`src/rtl/otter_ctrl_pkg.sv`:
```
// Shared encodings for the OTTER redirect/interrupt control path:
// the PC mux select values and the interrupt-entry FSM states.
package otter_ctrl_pkg;

    typedef enum logic [2:0] {
        PC_SEQ    = 3'd0,
        PC_JALR   = 3'd1,
        PC_BRANCH = 3'd2,
        PC_JAL    = 3'd3,
        PC_TRAP   = 3'd4,
        PC_MRET   = 3'd5
    } pc_sel_t;

    typedef enum logic [1:0] {
        IDLE,
        ARMED,
        TAKE,
        IN_ISR
    } intr_state_t;

endpackage

```
`src/rtl/intr_sync.sv`:
```
// Two-flop synchronizer for the external interrupt line. It is only
// built and used when OTTER_INTR_SYNC_EN is defined.
`ifdef OTTER_INTR_SYNC_EN
module intr_sync (
    input  logic CLK,
    input  logic RST,
    input  logic i_async,
    output logic o_sync
);

    logic r_meta;
    logic r_sync;

    always_ff @(posedge CLK) begin
        if (RST) begin
            r_meta <= 1'b0;
            r_sync <= 1'b0;
        end else begin
            r_meta <= i_async;
            r_sync <= r_meta;
        end
    end

    assign o_sync = r_sync;

endmodule
`endif

```
`src/rtl/redirect_ctrl.sv`:
```
// Redirect/interrupt-entry controller: merges EX control flow, mret and
// interrupts into one PC select and flush. Option: OTTER_INTR_SYNC_EN.
module redirect_ctrl
    import otter_ctrl_pkg::*;
#(
    parameter int PC_SEL_W = 3,
    parameter int CNT_W    = 16
) (
    input  logic                CLK,
    input  logic                RST,
    input  logic                INTR,
    input  logic                MIE,
    input  logic                EX_VALID,
    input  logic [PC_SEL_W-1:0] EX_PCSRC,
    input  logic                EX_MRET,
    input  logic                STALL,
    output logic [PC_SEL_W-1:0] PC_SEL,
    output logic                FLUSH,
    output logic                INT_TAKEN,
    output logic                INT_ACTIVE,
    output logic [CNT_W-1:0]    REDIRECT_CNT
);

    localparam logic [CNT_W-1:0] CNT_MAX = '1;

    intr_state_t         r_state;
    intr_state_t         w_state_next;
    logic                r_pend;
    logic                r_int_active;
    logic [CNT_W-1:0]    r_cnt;
    logic                w_intr;
    logic [PC_SEL_W-1:0] w_ex_src;
    logic                w_mret_go;
    logic                w_safe;
    logic                w_take_go;
    logic [PC_SEL_W-1:0] w_sel;

`ifdef OTTER_INTR_SYNC_EN
    intr_sync u_intr_sync (
        .CLK     (CLK),
        .RST     (RST),
        .i_async (INTR),
        .o_sync  (w_intr)
    );
`else
    assign w_intr = INTR;
`endif

    // Encodings above the mepc select are not real pcSource values; drop them.
    assign w_ex_src  = (EX_PCSRC > PC_SEL_W'(PC_MRET)) ? PC_SEL_W'(PC_SEQ) : EX_PCSRC;
    assign w_mret_go = EX_VALID & EX_MRET & ~STALL;
    assign w_safe    = ~STALL & ~(EX_VALID & ((w_ex_src != PC_SEL_W'(PC_SEQ)) | EX_MRET));
    assign w_take_go = (r_state == TAKE) & ~STALL;

    always_ff @(posedge CLK) begin
        if (RST) begin
            r_state      <= IDLE;
            r_pend       <= 1'b0;
            r_int_active <= 1'b0;
            r_cnt        <= '0;
        end else begin
            r_state      <= w_state_next;
            r_int_active <= (w_state_next == IN_ISR);
            if (w_intr) begin
                r_pend <= 1'b1;
            end else if (w_take_go) begin
                r_pend <= 1'b0;
            end
            if ((w_sel != PC_SEL_W'(PC_SEQ)) && (r_cnt != CNT_MAX)) begin
                r_cnt <= r_cnt + 1'b1;
            end
        end
    end

    always_comb begin
        w_state_next = r_state;
        case (r_state)
            IDLE: begin
                if (r_pend & MIE) w_state_next = ARMED;
            end
            ARMED: begin
                if (!MIE)        w_state_next = IDLE;
                else if (w_safe) w_state_next = TAKE;
            end
            TAKE: begin
                if (!STALL) w_state_next = IN_ISR;
            end
            IN_ISR: begin
                if (w_mret_go) w_state_next = IDLE;
            end
            default: w_state_next = IDLE;
        endcase
    end

    // The trap owns the PC mux in TAKE; the EX instruction becomes the mepc target.
    always_comb begin
        w_sel = PC_SEL_W'(PC_SEQ);
        if (RST) begin
            w_sel = PC_SEL_W'(PC_SEQ);
        end else if (r_state == TAKE) begin
            if (!STALL) w_sel = PC_SEL_W'(PC_TRAP);
        end else if (w_mret_go) begin
            w_sel = PC_SEL_W'(PC_MRET);
        end else if (EX_VALID & ~STALL) begin
            w_sel = w_ex_src;
        end
    end

    assign PC_SEL       = w_sel;
    assign FLUSH        = (w_sel != PC_SEL_W'(PC_SEQ));
    assign INT_TAKEN    = w_take_go & ~RST;
    assign INT_ACTIVE   = r_int_active;
    assign REDIRECT_CNT = r_cnt;

endmodule

```
`config.mk`:
```
export PLATFORM = sky130hd
export DESIGN_NAME = redirect_ctrl
export DESIGN_NICKNAME = d
export VERILOG_FILES = /design/src/rtl/otter_ctrl_pkg.sv /design/src/rtl/intr_sync.sv /design/src/rtl/redirect_ctrl.sv
export SDC_FILE = /design/constraint.sdc
export NUM_CORES = 1
export LEC_CHECK = 0
export CORE_ASPECT_RATIO = 0.8
export CORE_MARGIN = 3
export CORE_UTILIZATION = 41
export CTS_CLUSTER_SIZE = 24
export DETAILED_ROUTE_END_ITERATION = 12
export GPL_TIMING_DRIVEN = 0
export PLACE_DENSITY = 0.74
export SLEW_MARGIN = 20
export SYNTH_ARGS = -nofsm -noshare
export SYNTH_HDL_FRONTEND = slang
export SYNTH_SLANG_ARGS = --single-unit
```
`constraint.sdc`:
```
create_clock -name CLK -period 2.1 [get_ports CLK]
set_clock_uncertainty 0.05 [all_clocks]
set_input_delay 0.525 -clock CLK [delete_from_list [all_inputs] [get_ports CLK]]
set_output_delay 0.525 -clock CLK [all_outputs]
set_load 0.01 [all_outputs]
```
* Word level (Yosys, flattened, before mapping)
Cells that the tools add are included.
** Storage, ports and cells
- Bits in registers :: 20
- Input port bits :: 10
- Output and inout port bits :: 22
- Word-level logic and storage cells :: 42
** Operators by class
- $add $sub $neg :: 1
- Order comparisons :: 1
- Equality and inequality tests :: 5
- Muxes and demuxes :: 14
- Bitwise logic cells :: 12
- Reductions and logical operators :: 5
** Operators by type and width (number)
- $mux W3 :: 6
- $add A16 B1 Y16 const B :: 1
- $ne A16 B16 Y1 const B :: 1
- $mux W2 :: 5
- $and A1 B1 Y1 :: 8
- $pmux W2 S4 :: 1
- $eq A2 B2 Y1 const B :: 3
- $reduce_bool A3 Y1 :: 2
- $gt A3 B3 Y1 const B :: 1
- $not A1 Y1 :: 3
- $eq A2 B1 Y1 const B :: 1
- $logic_not A2 Y1 :: 1
- $mux W1 :: 2
- $reduce_bool A2 Y1 :: 1
- $logic_and A1 B1 Y1 :: 1
- $or A1 B1 Y1 :: 1

* Depth between registers and ports, before layout
- Depth in word-level cells :: 11
- Depth in mapped cells :: 7
- Depth with buffers taken out :: 6

* Worst setup path before layout
No wires, ideal clock.
- Path type :: input-to-reg
- Start :: input EX_PCSRC[2]
- End :: register r_cnt[13] (netlist: REDIRECT_CNT[13])
- Library setup time :: 121 ps
- Data arrival time :: 1914 ps
- Required time :: 1929 ps
- Slack :: 14 ps
- Stages :: 5
- Cell sequence :: or3_4 -> a311oi_4 -> nor3_2 -> and3_4 -> mux2_4
** On the way
- Cells in the longest elaborated chain, start to end :: 8
** RTL lines
- start: declaration :: RTL line redirect_ctrl.sv:14 : input logic [PC_SEL_W-1:0] EX_PCSRC,
- $gt A3 B3 Y1 :: RTL line redirect_ctrl.sv:50 : assign w_ex_src = (EX_PCSRC > PC_SEL_W'(PC_MRET)) ? PC_SEL_W'(PC_SEQ) : EX_PCSRC;
- $mux W3 (*) :: RTL line redirect_ctrl.sv:50
- $mux W3 (*) :: RTL line redirect_ctrl.sv:104 : end else if (EX_VALID & ~STALL) begin
- $mux W3 (*) :: RTL line redirect_ctrl.sv:102 : end else if (w_mret_go) begin
- $mux W3 (*) :: RTL line redirect_ctrl.sv:100 : end else if (r_state == TAKE) begin
- $mux W3 (*) :: RTL line redirect_ctrl.sv:98 : if (RST) begin
- $reduce_bool A3 Y1 (*) :: RTL line redirect_ctrl.sv:69 : if ((w_sel != PC_SEL_W'(PC_SEQ)) && (r_cnt != CNT_MAX)) begin
- $logic_and A1 B1 Y1 (*) :: RTL line redirect_ctrl.sv:69
- end signal: assignment :: RTL line redirect_ctrl.sv:70 : r_cnt <= r_cnt + 1'b1;
- end: declaration :: RTL line redirect_ctrl.sv:30 : logic [CNT_W-1:0] r_cnt;
Mark *: on every way between the ends. The rest lies on a longest branch, timed or not.
A chain may end at the register's enable or synchronous reset.

* Worst setup path after layout
- Start :: input EX_PCSRC[2]
- End :: output FLUSH
** On the way
- Cells in the longest elaborated chain, start to end :: 7
** RTL lines
- $gt A3 B3 Y1 :: RTL line redirect_ctrl.sv:50
- $mux W3 (*) :: RTL line redirect_ctrl.sv:50
- $mux W3 (*) :: RTL line redirect_ctrl.sv:104
- $mux W3 (*) :: RTL line redirect_ctrl.sv:102
- $mux W3 (*) :: RTL line redirect_ctrl.sv:100
- $mux W3 (*) :: RTL line redirect_ctrl.sv:98
- $reduce_bool A3 Y1 (*) :: RTL line redirect_ctrl.sv:110 : assign FLUSH = (w_sel != PC_SEL_W'(PC_SEQ));
- end: declaration :: RTL line redirect_ctrl.sv:18 : output logic FLUSH,
Marked as above.

==> out/qor.txt <==
Critical Path Fanout Max - 4
fill cell count - 199
I/O pins - 32
pin count of the biggest net entering global routing - 12
delay-heaviest family, CP - simple AND/OR/NAND/NOR gates
GRT Residual Overflow - 0
max-slew violation count - 0
Post-synth ARST share - 0%
dpl hpwl - 2020 um
commonest non-fill, non-tap cell in the layout - dfxtp_1
Die Span X - 63.1 um
multi-input logic area - 672 um2
layout cells sized above 1 - 19.4%
Buf/Inv on CP - 2
leakage - 0.517 nW
unrepaired setup endpoints after global routing - yes
Ys Warns - 0
Via Count - 1088
worst hold slack - 0.444 ns
Final min period - 2.08 ns
outcome - complete, no violations
Total GRT Usage - 17.4%
CP Launch Type - input port
Clock Tree Root - clkbuf_4
Residual DRC - 0
post-route setup TNS - 0 ns
crit path capture type - output port
Final ANT Viol Nets - 0
Layout area overhead - 38.2%
Switching Share - 23.5%
setup slack after layout - 0.0165 ns
register area - 400 um2
row count - 15
Max Buffers Root-to-Sink - 2
Worst VDD drop - 0.264 mV
Iter 0 DRT Violations - 41
WS Path Type - input port to output port
routed vias/inst - 5.47
Core Util, Final - 64.1%
Initial Util - 46.3%
Syn Area/Cell - 8.29 um2
Slowest-stage cell, CP - or3_4
Achievable Freq - 480 MHz
Setup WS pre-CTS - -0.920 ns
input/output buffers - 31
share of the synthesized area in the top cell type - 37.4%
Post-Route WL - 2670 um
commonest non-fill, non-tap cells in the layout - dfxtp_1, clkdlybuf4s50_1, nor2_1
Clk pin slew, worst setup/hold paths - 0.11 ns
Post-Synthesis Cells - 129
Nets - 177
total CTS buffers - 3
die extent in y - 51.7 um
Netlist cell types - 33
CTS tree - yes
top post-synthesis cells by area - dfxtp_1, nand4_1, nor2_1, a21oi_1, nand2_1
Final Hold Vio Count - 0
EDFF count, synth - 0
HP Class - register to register
cell area after synthesis - 1070 um2
largest area contributor in the netlist - dfxtp_1
Clk pwr share - 31.9%
Worst Tran Pin Value - 0.516 ns
critical path cell sequence - buf_8, or3_4, a311oi_4, nor2_1, buf_2
core area - 2310 um2
first-pass GRT wire length - 4550 um
Arr. time, crit path - 1.51 ns
Comb pwr share - 12.1%
Worst path max stage delay - 0.39 ns
design area - 1480 um2
drt pass-1 iters - 4
flop2flop setup slack - 0.11 ns
number of global-route vias before repair - 1005
part of the cycle the worst path needs - 99.2%
clk_lat worst skew - 0.30 ns
H-tree levels - 1
syn_nets - 140
NetSw - 163 uW
MaxCap Viol Count - 0
most used flip-flop cell after synthesis - dfxtp_1
die area - 3260 um2
initial antenna violation count - 0
Critical Path RT - 1.52 ns
Slew HR - 65.4%
Int Pwr - 531 uW
Final setup violation count - 0
Yosys reg bits - 20
gpl congestion - 0.838
pwr/cell area - 469 nW/um2
ANT cells - 0
sequential fraction of design power - 56.0%
Placed Area - 1420 um2
Routed WL per cell - 13.4 um
post-synthesis sequential area ratio - 37.4%
CTS sink cnt - 20
==> synthesized netlist by cell type (all sizes together) (3+ instances only) <==
| cell type | instances |
|---|---|
| o21ai | 8 |
| dfxtp | 20 |
| nor2b | 5 |
| mux2 | 3 |
| nor4 | 5 |
| inv | 5 |
| xnor2 | 4 |
| nand4 | 9 |
| nor3 | 4 |
| nor2 | 14 |
| nand2 | 11 |
| clkbuf | 3 |
| a21oi | 9 |
| mux2i | 4 |
| or3 | 6 |
| nand3 | 5 |
==> metrics by stage <==
step,cells,power (mW)
3_5_place_dp,194,0.478
5_1_grt,199,0.726
6_report,199,0.693
2_1_floorplan,129,0.438
3_3_place_gp,194,0.477
4_1_cts,199,0.697
==> registers in the layout, summed over array words and instances, names as in the netlist <==
register      cells
REDIRECT_CNT     16
r_state           2
INT_ACTIVE        1
r_pend            1
==> final cells by class <==
type	count	area share (%)
clock buffer	4	2.45
sequential	20	27.1
multi-input combinational	101	45.4
timing repair buffer	33	20.4
inverter	5	1.27
buffer	2	0.508
tap	34	2.88
==> per-layer routing <==
metal	GRT usage [%]	routed length, um
met1	22.5	1300
met4	2.93	23
met2	28.7	1250
met3	5.62	100
met5	0	0
==> worst paths after layout <==
path	start	end	cells past startpoint
min	r_pend	r_pend	2
max reg2reg	r_state[1]	REDIRECT_CNT[14]	6
max	EX_PCSRC[2]	FLUSH	5
min reg2reg	r_pend	r_pend	2
==> cells by family after synthesis <==
kind of cell | count (synthesis) | share of synthesized area, %
AND/OR/NAND/NOR | 65 | 33.2
XOR/XNOR | 4 | 3.27
adder cells (fa/ha/maj) | 1 | 1.17
buffers and inverters | 8 | 2.92
multiplexers | 7 | 7.25
flip-flops | 20 | 37.4
AO/OA/AOI/OAI | 24 | 14.7
==> tightest hold or removal path, delay by kind of cell, from the launching register on <==
kind / cells / cell delay [ns]
flip-flops: 1 / 0.33
AO/OA/AOI/OAI: 2 / 0.13
==> power groups by stage <==
| stage | Clock [mW] | Sequential, mW | Combinational (mW) |
|---|---|---|---|
| 3_5_place_dp | 0 | 0.397 | 0.0808 |
| 4_1_cts | 0.227 | 0.389 | 0.0809 |
| 2_1_floorplan | 0 | 0.397 | 0.0407 |
| 6_report | 0.221 | 0.389 | 0.0836 |
| 5_1_grt | 0.246 | 0.390 | 0.0907 |
| 3_3_place_gp | 0 | 0.397 | 0.0798 |
==> what timing repair did <==
item                                    in CTS  in global routing
setup buffers                                2                  0
hold buffers                                 0                  0
gates cloned                                 0                  0
pin swaps                                    4                  4
endpoints found under the setup margin      19                  8
gates resized for setup                     35                 10
endpoints found under the hold margin        0                  0
Note: power is estimated with default switching activity, not from simulation.
